## config.mk

```make
export PLATFORM = sky130hd
export DESIGN_NAME = dice_roller_multi
export DESIGN_NICKNAME = d
export VERILOG_FILES = /design/src/rtl/dice_roller_multi_pkg.sv /design/src/rtl/dice_roller_multi_channel.sv /design/src/rtl/dice_roller_multi.sv
export SDC_FILE = /design/constraint.sdc
export NUM_CORES = 1
export LEC_CHECK = 0
export CORE_MARGIN = 3
export CORE_UTILIZATION = 53
export DETAILED_ROUTE_END_ITERATION = 8
export HOLD_SLACK_MARGIN = 0.06
export PLACE_DENSITY_LB_ADDON = 0.2
export SLEW_MARGIN = 40
export SYNTH_ARGS = -nofsm -noshare
export SYNTH_HDL_FRONTEND = slang
export SYNTH_SLANG_ARGS = --single-unit
```

## constraint.sdc

```tcl
create_clock -name clk -period 2.4 [get_ports clk]
set_clock_uncertainty 0.1 [all_clocks]
set_input_delay 0.36 -clock clk [delete_from_list [all_inputs] [get_ports clk]]
set_output_delay 0.36 -clock clk [all_outputs]
set_load 0.05 [all_outputs]
```

## src/rtl/dice_roller_multi_pkg.sv

```systemverilog
`default_nettype none
// ============================================================================
//  Module   : dice_roller_multi_pkg
//  Brief    : Shared FSM encodings, LFSR taps and helpers for the dice roller.
//  Revision : 1.0
// ============================================================================
package dice_roller_multi_pkg;

    typedef enum logic [1:0] {
        ST_IDLE   = 2'd0,
        ST_ROLL   = 2'd1,
        ST_SETTLE = 2'd2
    } dice_state_t;

    localparam logic [7:0] C_LFSR_TAPS = 8'hB8;
    localparam int         C_FACE_W    = 4;

    // Right-shifting Galois form of x^8+x^6+x^5+x^4+1.
    function automatic logic [7:0] lfsr_step(input logic [7:0] v);
        return {1'b0, v[7:1]} ^ (v[0] ? C_LFSR_TAPS : 8'h00);
    endfunction

    // An all-zero LFSR would lock up, so a zero seed is replaced by 1.
    function automatic logic [7:0] lfsr_seed(input logic [7:0] base, input int idx);
        logic [7:0] s;
        s = base ^ 8'(8'h35 * (idx + 1));
        return (s == 8'h00) ? 8'h01 : s;
    endfunction

endpackage
`default_nettype wire

```

## src/rtl/dice_roller_multi_channel.sv

```systemverilog
`default_nettype none
// ============================================================================
//  Module   : dice_channel
//  Brief    : One die: free-running LFSR, roll/settle FSM and settle counter.
//  Revision : 1.0
// ============================================================================
module dice_channel
    import dice_roller_multi_pkg::*;
#(
    parameter int         FACES        = 6,
    parameter int         SETTLE_TICKS = 5,
    parameter logic [7:0] SEED         = 8'hA5,
    parameter int         CH_IDX       = 0
) (
    input  logic                clk,
    input  logic                rst,
    input  logic                tick,
    input  logic                start,
    output logic [C_FACE_W-1:0] dice,
    output logic                valid,
    output logic                done
);

    localparam logic [7:0] c_seed      = lfsr_seed(SEED, CH_IDX);
    localparam logic [3:0] c_settle_ld = 4'(SETTLE_TICKS - 1);

    logic [7:0]          r_lfsr;
    dice_state_t         r_state, w_state_nxt;
    logic [3:0]          r_settle_cnt, w_settle_nxt;
    logic [C_FACE_W-1:0] r_dice, w_dice_nxt;
    logic                r_valid, w_valid_nxt;
    logic                r_done, w_done_nxt;
    logic [C_FACE_W-1:0] w_draw;

    assign w_draw = C_FACE_W'(r_lfsr % 8'(FACES)) + C_FACE_W'(1);

    always_comb begin
        w_state_nxt  = r_state;
        w_settle_nxt = r_settle_cnt;
        w_dice_nxt   = r_dice;
        w_valid_nxt  = r_valid;
        w_done_nxt   = 1'b0;
        if (tick) begin
            case (r_state)
                ST_IDLE: begin
                    if (start) begin
                        w_dice_nxt  = w_draw;
                        w_valid_nxt = 1'b0;
                        w_state_nxt = ST_ROLL;
                    end
                end
                ST_ROLL: begin
                    w_dice_nxt = w_draw;
                    if (!start) begin
                        w_settle_nxt = c_settle_ld;
                        w_state_nxt  = ST_SETTLE;
                    end
                end
                ST_SETTLE: begin
                    if (start) begin
                        w_dice_nxt  = w_draw;
                        w_state_nxt = ST_ROLL;
                    end else if (r_settle_cnt == 4'd0) begin
                        // Freeze tick: the face shown is the last settle draw.
                        w_valid_nxt = 1'b1;
                        w_done_nxt  = 1'b1;
                        w_state_nxt = ST_IDLE;
                    end else begin
                        w_dice_nxt   = w_draw;
                        w_settle_nxt = r_settle_cnt - 4'd1;
                    end
                end
                default: w_state_nxt = ST_IDLE;
            endcase
        end
    end

    always_ff @(posedge clk) begin
        if (rst) begin
            r_lfsr       <= c_seed;
            r_state      <= ST_IDLE;
            r_settle_cnt <= 4'd0;
            r_dice       <= C_FACE_W'(1);
            r_valid      <= 1'b0;
            r_done       <= 1'b0;
        end else begin
            r_lfsr       <= lfsr_step(r_lfsr);
            r_state      <= w_state_nxt;
            r_settle_cnt <= w_settle_nxt;
            r_dice       <= w_dice_nxt;
            r_valid      <= w_valid_nxt;
            r_done       <= w_done_nxt;
        end
    end

    assign dice  = r_dice;
    assign valid = r_valid;
    assign done  = r_done;

endmodule
`default_nettype wire

```

## src/rtl/dice_roller_multi.sv

```systemverilog
`default_nettype none
// ============================================================================
//  Module   : dice_roller_multi
//  Brief    : N-channel electronic dice with shared roll-tick divider.
//             Define DICE_SUM_EN to add the registered 8-bit `sum` output.
//  Revision : 1.0
// ============================================================================
module dice_roller_multi
    import dice_roller_multi_pkg::*;
#(
    parameter int         N_DICE       = 2,
    parameter int         FACES        = 6,
    parameter int         TICK_DIV     = 100,
    parameter int         SETTLE_TICKS = 5,
    parameter logic [7:0] SEED         = 8'hA5
) (
    input  logic                         clk,
    input  logic                         rst,
    input  logic [N_DICE-1:0]            start,
    output logic [C_FACE_W*N_DICE-1:0]   dice,
    output logic [N_DICE-1:0]            valid,
    output logic [N_DICE-1:0]            done,
`ifdef DICE_SUM_EN
    output logic [7:0]                   sum,
`endif
    output logic                         tick
);

    localparam int                c_div_w    = $clog2(TICK_DIV);
    localparam logic [c_div_w-1:0] c_div_last = c_div_w'(TICK_DIV - 1);
    localparam logic [c_div_w-1:0] c_div_pre  = c_div_w'(TICK_DIV - 2);

    logic [c_div_w-1:0] r_div_cnt;
    logic               r_tick;

    // Tick is registered one count early so it is high exactly while the
    // counter sits at its last value.
    always_ff @(posedge clk) begin
        if (rst) begin
            r_div_cnt <= '0;
            r_tick    <= 1'b0;
        end else begin
            r_div_cnt <= (r_div_cnt == c_div_last) ? '0 : r_div_cnt + c_div_w'(1);
            r_tick    <= (r_div_cnt == c_div_pre);
        end
    end

    assign tick = r_tick;

    for (genvar gi = 0; gi < N_DICE; gi++) begin : g_ch
        dice_channel #(
            .FACES        (FACES),
            .SETTLE_TICKS (SETTLE_TICKS),
            .SEED         (SEED),
            .CH_IDX       (gi)
        ) u_ch (
            .clk   (clk),
            .rst   (rst),
            .tick  (r_tick),
            .start (start[gi]),
            .dice  (dice[C_FACE_W*gi +: C_FACE_W]),
            .valid (valid[gi]),
            .done  (done[gi])
        );
    end

`ifdef DICE_SUM_EN
    if (N_DICE * FACES > 255) begin : g_sum_range_err
        $error("dice_roller_multi: N_DICE*FACES exceeds the 8-bit sum range");
    end

    logic [7:0] w_sum;
    logic [7:0] r_sum;

    always_comb begin
        w_sum = 8'd0;
        for (int i = 0; i < N_DICE; i++) begin
            w_sum = w_sum + 8'(dice[C_FACE_W*i +: C_FACE_W]);
        end
    end

    always_ff @(posedge clk) begin
        if (rst) begin
            r_sum <= 8'(N_DICE);
        end else begin
            r_sum <= w_sum;
        end
    end

    assign sum = r_sum;
`endif

endmodule
`default_nettype wire

```

Yosys cells after proc, flatten, opt, wreduce, memory -nomap -nowiden. Cells that the tools add are included. Widths: inputs -> output; s select.

Mux-type cells: 38. Bitwise operators: 5. Eq/ne operators: 20. $add $sub $neg: 5. Reductions and logical operators: 21. Divide/modulo/power cells: 2.

Operators with widths (number): $mux 4 (12); $pmux 4 s3 (2); $reduce_and 5->1 (4); $mod 8x3->8 const B (2); $mux 2 (8); $mux 8 (2); $ne 2x2->1 const B (8); $pmux 4 s2 (2); $reduce_and 4->1 (4); $xor 7x8->8 (2); $eq 7x7->1 const B (2); $pmux 2 s3 (2); $add 4x1->4 const B (2); $logic_not 4->1 (2); $mux 1 (8); $reduce_bool 2->1 (4); $reduce_or 4->1 (2); $sub 4x1->4 const B (2); $add 7x1->7 const B (1); $ne 3x2->1 const B (2); $ne 3x3->1 const B (2); $reduce_bool 3->1 (2); $eq 2x1->1 const B (2); $eq 2x2->1 const B (2); 5 further kinds (10).

Bits in registers: 48. Output and inout port bits: 13. Input bits: 4. Word-level logic and storage cells: 105.

Depth between registers and ports, before layout. Gate-level depths: netlist of the first run.

Word-level depth: 5. Depth in mapped cells: 11.

By module. Synthesis of the first run repeated with hierarchy kept, for this count alone.

Cells, all modules: 334. Area, all modules: 2796.4 um^2.

By module, submodules not included: dice_channel (g_ch[1].u_ch) (area an instance 1234.9 um^2, cells each 144, sequential area each 400.4 um^2, instances 1); dice_channel (g_ch[0].u_ch) (area an instance 1208.7 um^2, cells each 154, sequential area each 400.4 um^2, instances 1); dice_roller_multi (area an instance 352.8 um^2, cells each 36, sequential area each 160.2 um^2, instances 1).

Worst setup path after synthesis of the first run. No wires, ideal clock.

Path type: flip-flop to flip-flop. Start: register g_ch[1].u_ch.r_lfsr[6]. End: register g_ch[1].u_ch.r_dice[2]. Data required time: 2173 ps. Path buffers: 1. Cell stages (with the launch flop): 12. Slack: -79 ps. Library setup time: 127 ps. Data arrival time: 2251 ps. Cell sequence: dfxtp_1 > buf_6 > or4b_1 > mux2i_1 > o22ai_1 > o311ai_2 > o21ai_0 > o21a_1 > ha_1 > nand4b_1 > o32a_1 > or3b_1.

Longest elaborated chain between the ends: 5.

Ends and longest elaborated chain: start, declared (RTL line dice_roller_multi_channel.sv:27) `logic [7:0] r_lfsr;`; start signal, assigned (RTL line dice_roller_multi_channel.sv:80) `r_lfsr <= c_seed;`; start signal, assigned (RTL line dice_roller_multi_channel.sv:87) `r_lfsr <= lfsr_step(r_lfsr);`; $mod 8x3->8 * (RTL line dice_roller_multi_channel.sv:35) `assign w_draw = C_FACE_W'(r_lfsr % 8'(FACES)) + C_FACE_W'(1);`; $add 4x1->4 * (RTL line dice_roller_multi_channel.sv:35); $mux 4 (RTL line dice_roller_multi_channel.sv:63) `end else if (r_settle_cnt == 4'd0) begin`; $mux 4 (RTL line dice_roller_multi_channel.sv:60) `if (start) begin`; $pmux 4 s3 * (RTL line dice_roller_multi_channel.sv:44) `case (r_state)`; end signal, assigned (RTL line dice_roller_multi_channel.sv:90) `r_dice <= w_dice_nxt;`; end, declared (RTL line dice_roller_multi_channel.sv:30) `logic [C_FACE_W-1:0] r_dice, w_dice_nxt;`.

Mark *: on every way between the ends. The rest lies on a longest branch, timed or not. The select of a mux whose other input is x is not followed. A chain may end at the register's enable or synchronous reset.

Worst setup path in the final report of the first run.
Start: register g_ch[0].u_ch.r_lfsr[4]. End: register g_ch[0].u_ch.r_dice[2].

Longest elaborated chain between the ends: 5.

Ends and longest elaborated chain (RTL line): start, declared (dice_roller_multi_channel.sv:27); start signal, assigned (dice_roller_multi_channel.sv:80); start signal, assigned (dice_roller_multi_channel.sv:87); $mod 8x3->8 * (dice_roller_multi_channel.sv:35); $add 4x1->4 * (dice_roller_multi_channel.sv:35); $mux 4 (dice_roller_multi_channel.sv:63); $mux 4 (dice_roller_multi_channel.sv:60); $pmux 4 s3 * (dice_roller_multi_channel.sv:44); end signal, assigned (dice_roller_multi_channel.sv:90); end, declared (dice_roller_multi_channel.sv:30).

Marks and branches as above.

==> impl_metrics.ini, run 1 <==
[critical_path]
crit_required_ns = 2.49
r2r_slack_ns = -0.12
critical_path.startpoint = g_ch[0].u_ch.r_lfsr[4]$_SDFF_PP1_
crit_family = simple AND/OR/NAND/NOR gates
cp-start-kind = flip-flop
max_stage_delay_ns = 0.55
cp.arrival_ns = 2.61
cp_num_buf_inv = 0
crit_slowest_cell = or4b_4
crit_cells = 8
path_class = flip-flop to flip-flop
r2r_end = g_ch[0].u_ch.dice[2]$_SDFFE_PP0P_
critPathCaptureType = flip-flop
endpoint = g_ch[0].u_ch.dice[2]$_SDFFE_PP0P_
rr_worst_depth = 8
r2r_start = g_ch[0].u_ch.r_lfsr[4]$_SDFF_PP1_
cp_cell_sequence = or4b_4 > mux2i_4 > o22ai_2 > o311ai_4 > ha_1 > a41o_1 > o2111a_1 > or3b_1
path_max_fanout = 4

[drt]
first_pass_iters = 4
avgRoutedWirePerCell_um = 12.88
drtIter0Drc = 101
drc = 0
num_vias = 2404
routed_wl_um = 5617
via_per_inst = 5.514
ant_nets = 0

[sta]
post-route-period-util = 1.049
slew_headroom = 0.6609
rsz0062_at_grt = yes
final.setup.worst_slack_ns = -0.1188
min_period_ns = 2.519
fmax_mhz = 397.0
tightest_slew_ns = 0.5070
final-hold-violation-count = 0
tns_ns = -0.2307
final_max_slew_viol_count = 0
setup_viol = 2

[power]
combPwrFrac = 0.181
leakagePower_nw = 1.308
seq_power_share = 0.488
powerDensity_mw_per_mm2 = 498.6
p_switching_mw = 0.4226
p_int_mw = 1.286
p_sw_frac = 0.2473
clock_power_share = 0.331
ir_drop_uv = 392.9

[clock_network]
clockBufferDepth = 2
cts_htree_levels = 2
clkTransAtPathRegs_ns = 0.08
holdBufCountCts = 0
clock-sinks = 48
clk_latency_ns = 0.30
ctsRootBufferMaster = clkbuf_8
numCtsBuffers = 5
cts_tree = built

[yosys]
syn_area_mm2 = 0.002756
yosysSeqAreaShare = 0.3486
synth.avg_cell_area_um2 = 8.455
synthDistinctLibCells = 53
syn_inst = 326
synth_nets = 338
synthArstFlopShare = 0
synth_ff_type = dfxtp_1
ys_ff_latch = 48
synth_edf_count = 0
ys_warn_count = 0

[placed_design]
dp_hpwl_um = 4072
dp_slack_ns = -0.1838
placed_cells = 421
portBuffers = 16
gp_congestion = 0.8454

[global_routing]
antenna_found_initial = 0
grt_max_degree = 20
grt_pass1_vias = 2243
grt_pass1_wl_um = 9798
grt_util_all_layers = 0.1946
overflow = 0

[floorplanning]
initial_core_util = 0.5649
die_x_um = 78.12
die_y_um = 78.12
io_pins = 17
num_rows = 25
coreArea_mm2 = 0.004880
dieArea_mm2 = 0.006102

[hold_path]
whs_path_depth = 1
hp-class = flip-flop to flip-flop

[layout]
syn_to_final_growth_pct = 24.33
drive_gt1_frac = 0.2439
nNetsFinal = 380
final_cells = 436
fillers = 391
insertedDiodeCount = 0

[outcome]
violations = negative setup slack
outcome = finished, violations left

[job]
max-cap-violations = 0
## state kept, by name (all words and copies together), names as in the netlist
name,count
g_ch.u_ch.valid,2
g_ch.u_ch.dice,8
tick,1
g_ch.u_ch.r_state,4
g_ch.u_ch.r_settle_cnt,8
g_ch.u_ch.done,2
r_div_cnt,7
g_ch.u_ch.r_lfsr,16
## per-layer routing
layer	GRT usage	part of all wire
met4	0.06993	0.024
met5	0	0
met1	0.2486	0.48
met2	0.3271	0.47
met3	0.03670	0.032
## power by group through the flow
stage                     clock network [mW]  logic [mW]  registers (mW)
after floorplan                            0       0.179           0.840
final                                  0.566       0.309           0.835
after global placement                     0       0.257           0.851
after CTS                              0.582       0.296           0.834
after detailed placement                   0       0.263           0.852
after global routing                   0.615       0.339           0.839
## cell type report
cell class / instances / area, um2 / share of cell area
Inverter: 10 / 40.04 / 0.01168
Multi-Input combinational cell: 242 / 1727 / 0.5038
Tap cell: 67 / 83.83 / 0.02446
Timing Repair Buffer: 61 / 498.0 / 0.1453
Clock inverter: 2 / 35.03 / 0.01022
Clock buffer: 6 / 72.57 / 0.02118
Sequential cell: 48 / 970.9 / 0.2833
## cell usage in the layout, fill, tap and decap left out, drive strengths merged, types with 14 or more instances in the layout
master         count
clkdlybuf4s50     16
buf               45
o21ai             19
a21oi             16
xnor2             14
nand2b            19
nand2             16
dfxtp             48
nor2              33
## cells in the mapped netlist, types with 6 or more instances
master    number  area, um2
and3_1         7      43.79
or3b_1         6      52.55
ha_1           8      100.1
clkbuf_1      12      45.04
xor2_1         7      61.31
buf_4          7      52.55
nor2_1        33      123.9
a21oi_1       15      75.07
o21ai_1        7      35.03
or2_2          6      37.54
inv_1          8      30.03
o21ai_0       12      60.06
nand3_1        9      45.04
xnor2_1       14      122.6
dfxtp_1       48      960.9
nor3_1         8      40.04
nand2b_1      19      118.9
nand2_1       16      60.06
## worst register-to-register path, stage by stage (launching register included)
cell and delay, ns:
dfxtp_2 0.34, or4b_4 0.55, mux2i_4 0.20, o22ai_2 0.12, o311ai_4 0.10, ha_1 0.32
a41o_1 0.23, o2111a_1 0.11, or3b_1 0.33
## through the flow
step | util | area (um2) | hold slack (ns) | power, mW
final | 0.7023 | 3427 | 0.3656 | 1.709
after global placement | 0.6436 | 3141 | 0.3428 | 1.108
after floorplan | - | 2760 | 0.3256 | 1.019
after detailed placement | 0.6436 | 3141 | 0.3510 | 1.116
after CTS | 0.6887 | 3361 | 0.3710 | 1.711
after global routing | 0.7023 | 3427 | 0.3932 | 1.792
## logic make-up (layout without fill, tap and decap cells)
logic type      after synthesis  in the layout  share of synthesized area
simple gates                142            142                     0.2978
compound gates               67             67                     0.1648
flops                        48             48                     0.3486
buf+inv                      36             79                    0.06672
xor+xnor                     21             21                    0.06673
fa+ha+maj                     8              8                    0.03632
mux                           4              4                    0.01906
## worst min-delay path by stage
stage	start	endpoint	slack, ns
3_3_place_gp	r_div_cnt[0]$_SDFF_PP0_	r_div_cnt[0]$_SDFF_PP0_	0.34
3_5_place_dp	r_div_cnt[0]$_SDFF_PP0_	r_div_cnt[0]$_SDFF_PP0_	0.35
5_1_grt	r_div_cnt[0]$_SDFF_PP0_	r_div_cnt[0]$_SDFF_PP0_	0.39
6_report	r_div_cnt[0]$_SDFF_PP0_	r_div_cnt[0]$_SDFF_PP0_	0.37
2_1_floorplan	r_div_cnt[0]$_SDFF_PP0_	r_div_cnt[0]$_SDFF_PP0_	0.33
4_1_cts	r_div_cnt[0]$_SDFF_PP0_	r_div_cnt[0]$_SDFF_PP0_	0.37
## timing repair
item                                    in CTS  in global routing
pin swaps                                   12                 10
resized for setup                           17                 14
endpoints found under the setup margin       4                  4
buffers inserted                             6                  1
Power figures use the tool's default switching activity.
==> run 2: changes to the inputs <==
--- a/config.mk
+++ b/config.mk
@@ -5,9 +5,11 @@
 export SDC_FILE = /design/constraint.sdc
 export NUM_CORES = 1
 export LEC_CHECK = 0
+export CORE_ASPECT_RATIO = 1.4
 export CORE_MARGIN = 3
-export CORE_UTILIZATION = 53
+export CORE_UTILIZATION = 60
 export DETAILED_ROUTE_END_ITERATION = 8
+export GPL_ROUTABILITY_DRIVEN = 0
 export HOLD_SLACK_MARGIN = 0.06
 export PLACE_DENSITY_LB_ADDON = 0.2
 export SLEW_MARGIN = 40
==> constraint.sdc (replaced) <==
create_clock -name clk -period 2.9 [get_ports clk]
set_clock_uncertainty 0.1 [all_clocks]
set_input_delay 0.435 -clock clk [delete_from_list [all_inputs] [get_ports clk]]
set_output_delay 0.435 -clock clk [all_outputs]
set_load 0.05 [all_outputs]
==> run 2 against run 1 <==
  * The run now ends clean
  * Hold slack gained 0.017 ns
  * Clock power shrank 7.4%
  * Critical path depth grew 2
  * Non-clock buffer count shrank 39
  * Count of clock-buffer cells in the layout grew 1
  * Sequential share of layout area grew 3.7 points
  * Global-route usage grew 1.1 points
  * Via count shrank 6.5%
  * Final cell count shrank 11%
==> impl_metrics.ini, run 2 (synthesis gave the netlist of run 1 again) <==
[floorplanning]
dieArea_mm2 = 0.005455
die_x_um = 63.29
die_y_um = 86.20
io_pins = 17
coreArea_mm2 = 0.004344
initial_core_util = 0.6345
num_rows = 28

[drt]
drt-met1-wl_um = 2360
wl_met3_um = 118
avgRoutedWirePerCell_um = 13.19
via_per_inst = 5.764
drtIter0Drc = 156
top_layer = met4
ant_nets = 0
drc = 0
route.met2.wl_um = 2594
num_vias = 2248
first_pass_iters = 4
routed_wl_um = 5145

[clock_network]
clock-sinks = 48
ctsRootBufferMaster = clkbuf_8
cts_setup_buffers = 0
clk_latency_ns = 0.30
numCtsBuffers = 5
clockBufferDepth = 2
clkTransAtPathRegs_ns = 0.09
cts_htree_levels = 2
cts_tree = built

[placed_design]
dp_hpwl_um = 3777
portBuffers = 16
place_area_mm2 = 0.002892
placed_cells = 382

[sta]
tns_ns = 0
rsz0062_at_grt = no
setup_viol = 0
final-hold-violation-count = 0
min_period_ns = 2.716
fmax_mhz = 368.3
slew_headroom = 0.6579
final_max_slew_viol_count = 0
post-route-period-util = 0.9364
tightest_slew_ns = 0.5116

[layout]
nNetsFinal = 341
insertedDiodeCount = 0
fillers = 375
drive_gt1_frac = 0.1091
final_cells = 390
design_area_mm2 = 0.003033
final_common_cell = dfxtp_1
syn_to_final_growth_pct = 10.03
top_register = g_ch.u_ch.r_lfsr
largest_register_ffs = 16
most-common-layout-cells = 40 x dfxtp_1, 33 x nor2_1, 19 x nand2b_1

[critical_path]
path_max_fanout = 13
cp-start-kind = flip-flop
cp_num_buf_inv = 0
crit_family = simple AND/OR/NAND/NOR gates
cp.arrival_ns = 2.80
path_class = flip-flop to flip-flop
max_stage_delay_ns = 0.55
crit_slowest_cell = or4b_1
r2r_slack_ns = 0.18
crit_cells = 10
critPathCaptureType = flip-flop
crit_required_ns = 2.98
r2r_start = g_ch[1].u_ch.r_lfsr[4]$_SDFF_PP0_
cp_cell_sequence = or4b_1 > mux2i_1 > o22ai_1 > nand3_1 > o21ai_0 > o21a_1 > ha_1 > nand4b_1 > o32a_1 > or3b_1
r2r_end = g_ch[1].u_ch.dice[2]$_SDFFE_PP0P_
rr_worst_depth = 10

[job]
max-cap-violations = 0

[hold_path]
worstHoldStart = g_ch[1].u_ch.r_settle_cnt[1]$_SDFFE_PP0P_
hold_path_end = g_ch[1].u_ch.r_settle_cnt[1]$_SDFFE_PP0P_
hp-class = flip-flop to flip-flop
whs_path_depth = 2

[global_routing]
grt_max_degree = 20
grt_util_all_layers = 0.2051
overflow = 0
grt_pass1_wl_um = 9066
grt_pass1_vias = 2128
antenna_found_initial = 0

[power]
p_int_mw = 1.053
leakagePower_nw = 1.095
clock_power_share = 0.378
p_switching_mw = 0.3322
finalPower_mw = 1.385
combPwrFrac = 0.116
p_sw_frac = 0.2399
powerDensity_mw_per_mm2 = 456.7
seq_power_share = 0.506
ir_drop_uv = 450.1

[outcome]
outcome = finished clean
==> run 2: worst max-delay path by stage <==
| stage | from | end | slack, ns |
|---|---|---|---|
| 6_report | g_ch[1].u_ch.r_lfsr[4]$_SDFF_PP0_ | g_ch[1].u_ch.dice[2]$_SDFFE_PP0P_ | 0.18 |
| 5_1_grt | g_ch[0].u_ch.r_lfsr[4]$_SDFF_PP1_ | g_ch[0].u_ch.dice[2]$_SDFFE_PP0P_ | 0.005 |
| 4_1_cts | g_ch[1].u_ch.r_lfsr[5]$_SDFF_PP0_ | g_ch[1].u_ch.dice[2]$_SDFFE_PP0P_ | 0.07 |
| 3_5_place_dp | g_ch[1].u_ch.r_lfsr[5]$_SDFF_PP0_ | g_ch[1].u_ch.dice[2]$_SDFFE_PP0P_ | 0.09 |
| 3_3_place_gp | g_ch[1].u_ch.r_lfsr[5]$_SDFF_PP0_ | g_ch[1].u_ch.dice[2]$_SDFFE_PP0P_ | 0.20 |
| 2_1_floorplan | g_ch[1].u_ch.r_lfsr[6]$_SDFF_PP1_ | g_ch[1].u_ch.dice[2]$_SDFFE_PP0P_ | 0.42 |
==> run 2: cell type report <==
type	count	area [um2]	area share
inverter	10	38.79	0.01279
timing repair buffer	22	205.2	0.06766
sequential	48	970.9	0.3201
clock buffer	7	96.34	0.03177
tap	60	75.07	0.02475
clock inverter	1	30.03	0.009901
multi-input combinational	242	1617	0.5330
==> run 2: repair_timing <==
item	CTS	global route
hold buffers	0	0
endpoints found under the setup margin	0	2
resized for setup	0	9
==> run 2: power by group through the flow <==
stage          Sequential, mW  Combinational [mW]  Clock [mW]
2_1_floorplan           0.695               0.147           0
3_3_place_gp            0.713               0.152           0
3_5_place_dp            0.714               0.158           0
4_1_cts                 0.699               0.160       0.534
5_1_grt                 0.704               0.183       0.563
6_report                0.700               0.161       0.524
==> run 2: tightest hold or removal path: stages, from the launching register on <==
cell and delay, ns:
dfxtp_1 0.33, nand2_1 0.06, a21oi_1 0.05
==> run 2: routing by layer <==
layer,GRT usage,up-vias
li1,-,1165
met1,0.2480,1050
met2,0.3506,27
met3,0.02983,6
met4,0.1120,0
met5,0,-
==> run 2: metrics by stage <==
step	utilization	setup slack, ns	hold slack [ns]
2_1_floorplan	-	0.4215	0.3256
3_3_place_gp	0.6656	0.1984	0.3403
3_5_place_dp	0.6656	0.08544	0.3590
4_1_cts	0.6947	0.06748	0.3854
5_1_grt	0.6982	0.005254	0.4175
6_report	0.6982	0.1845	0.3826
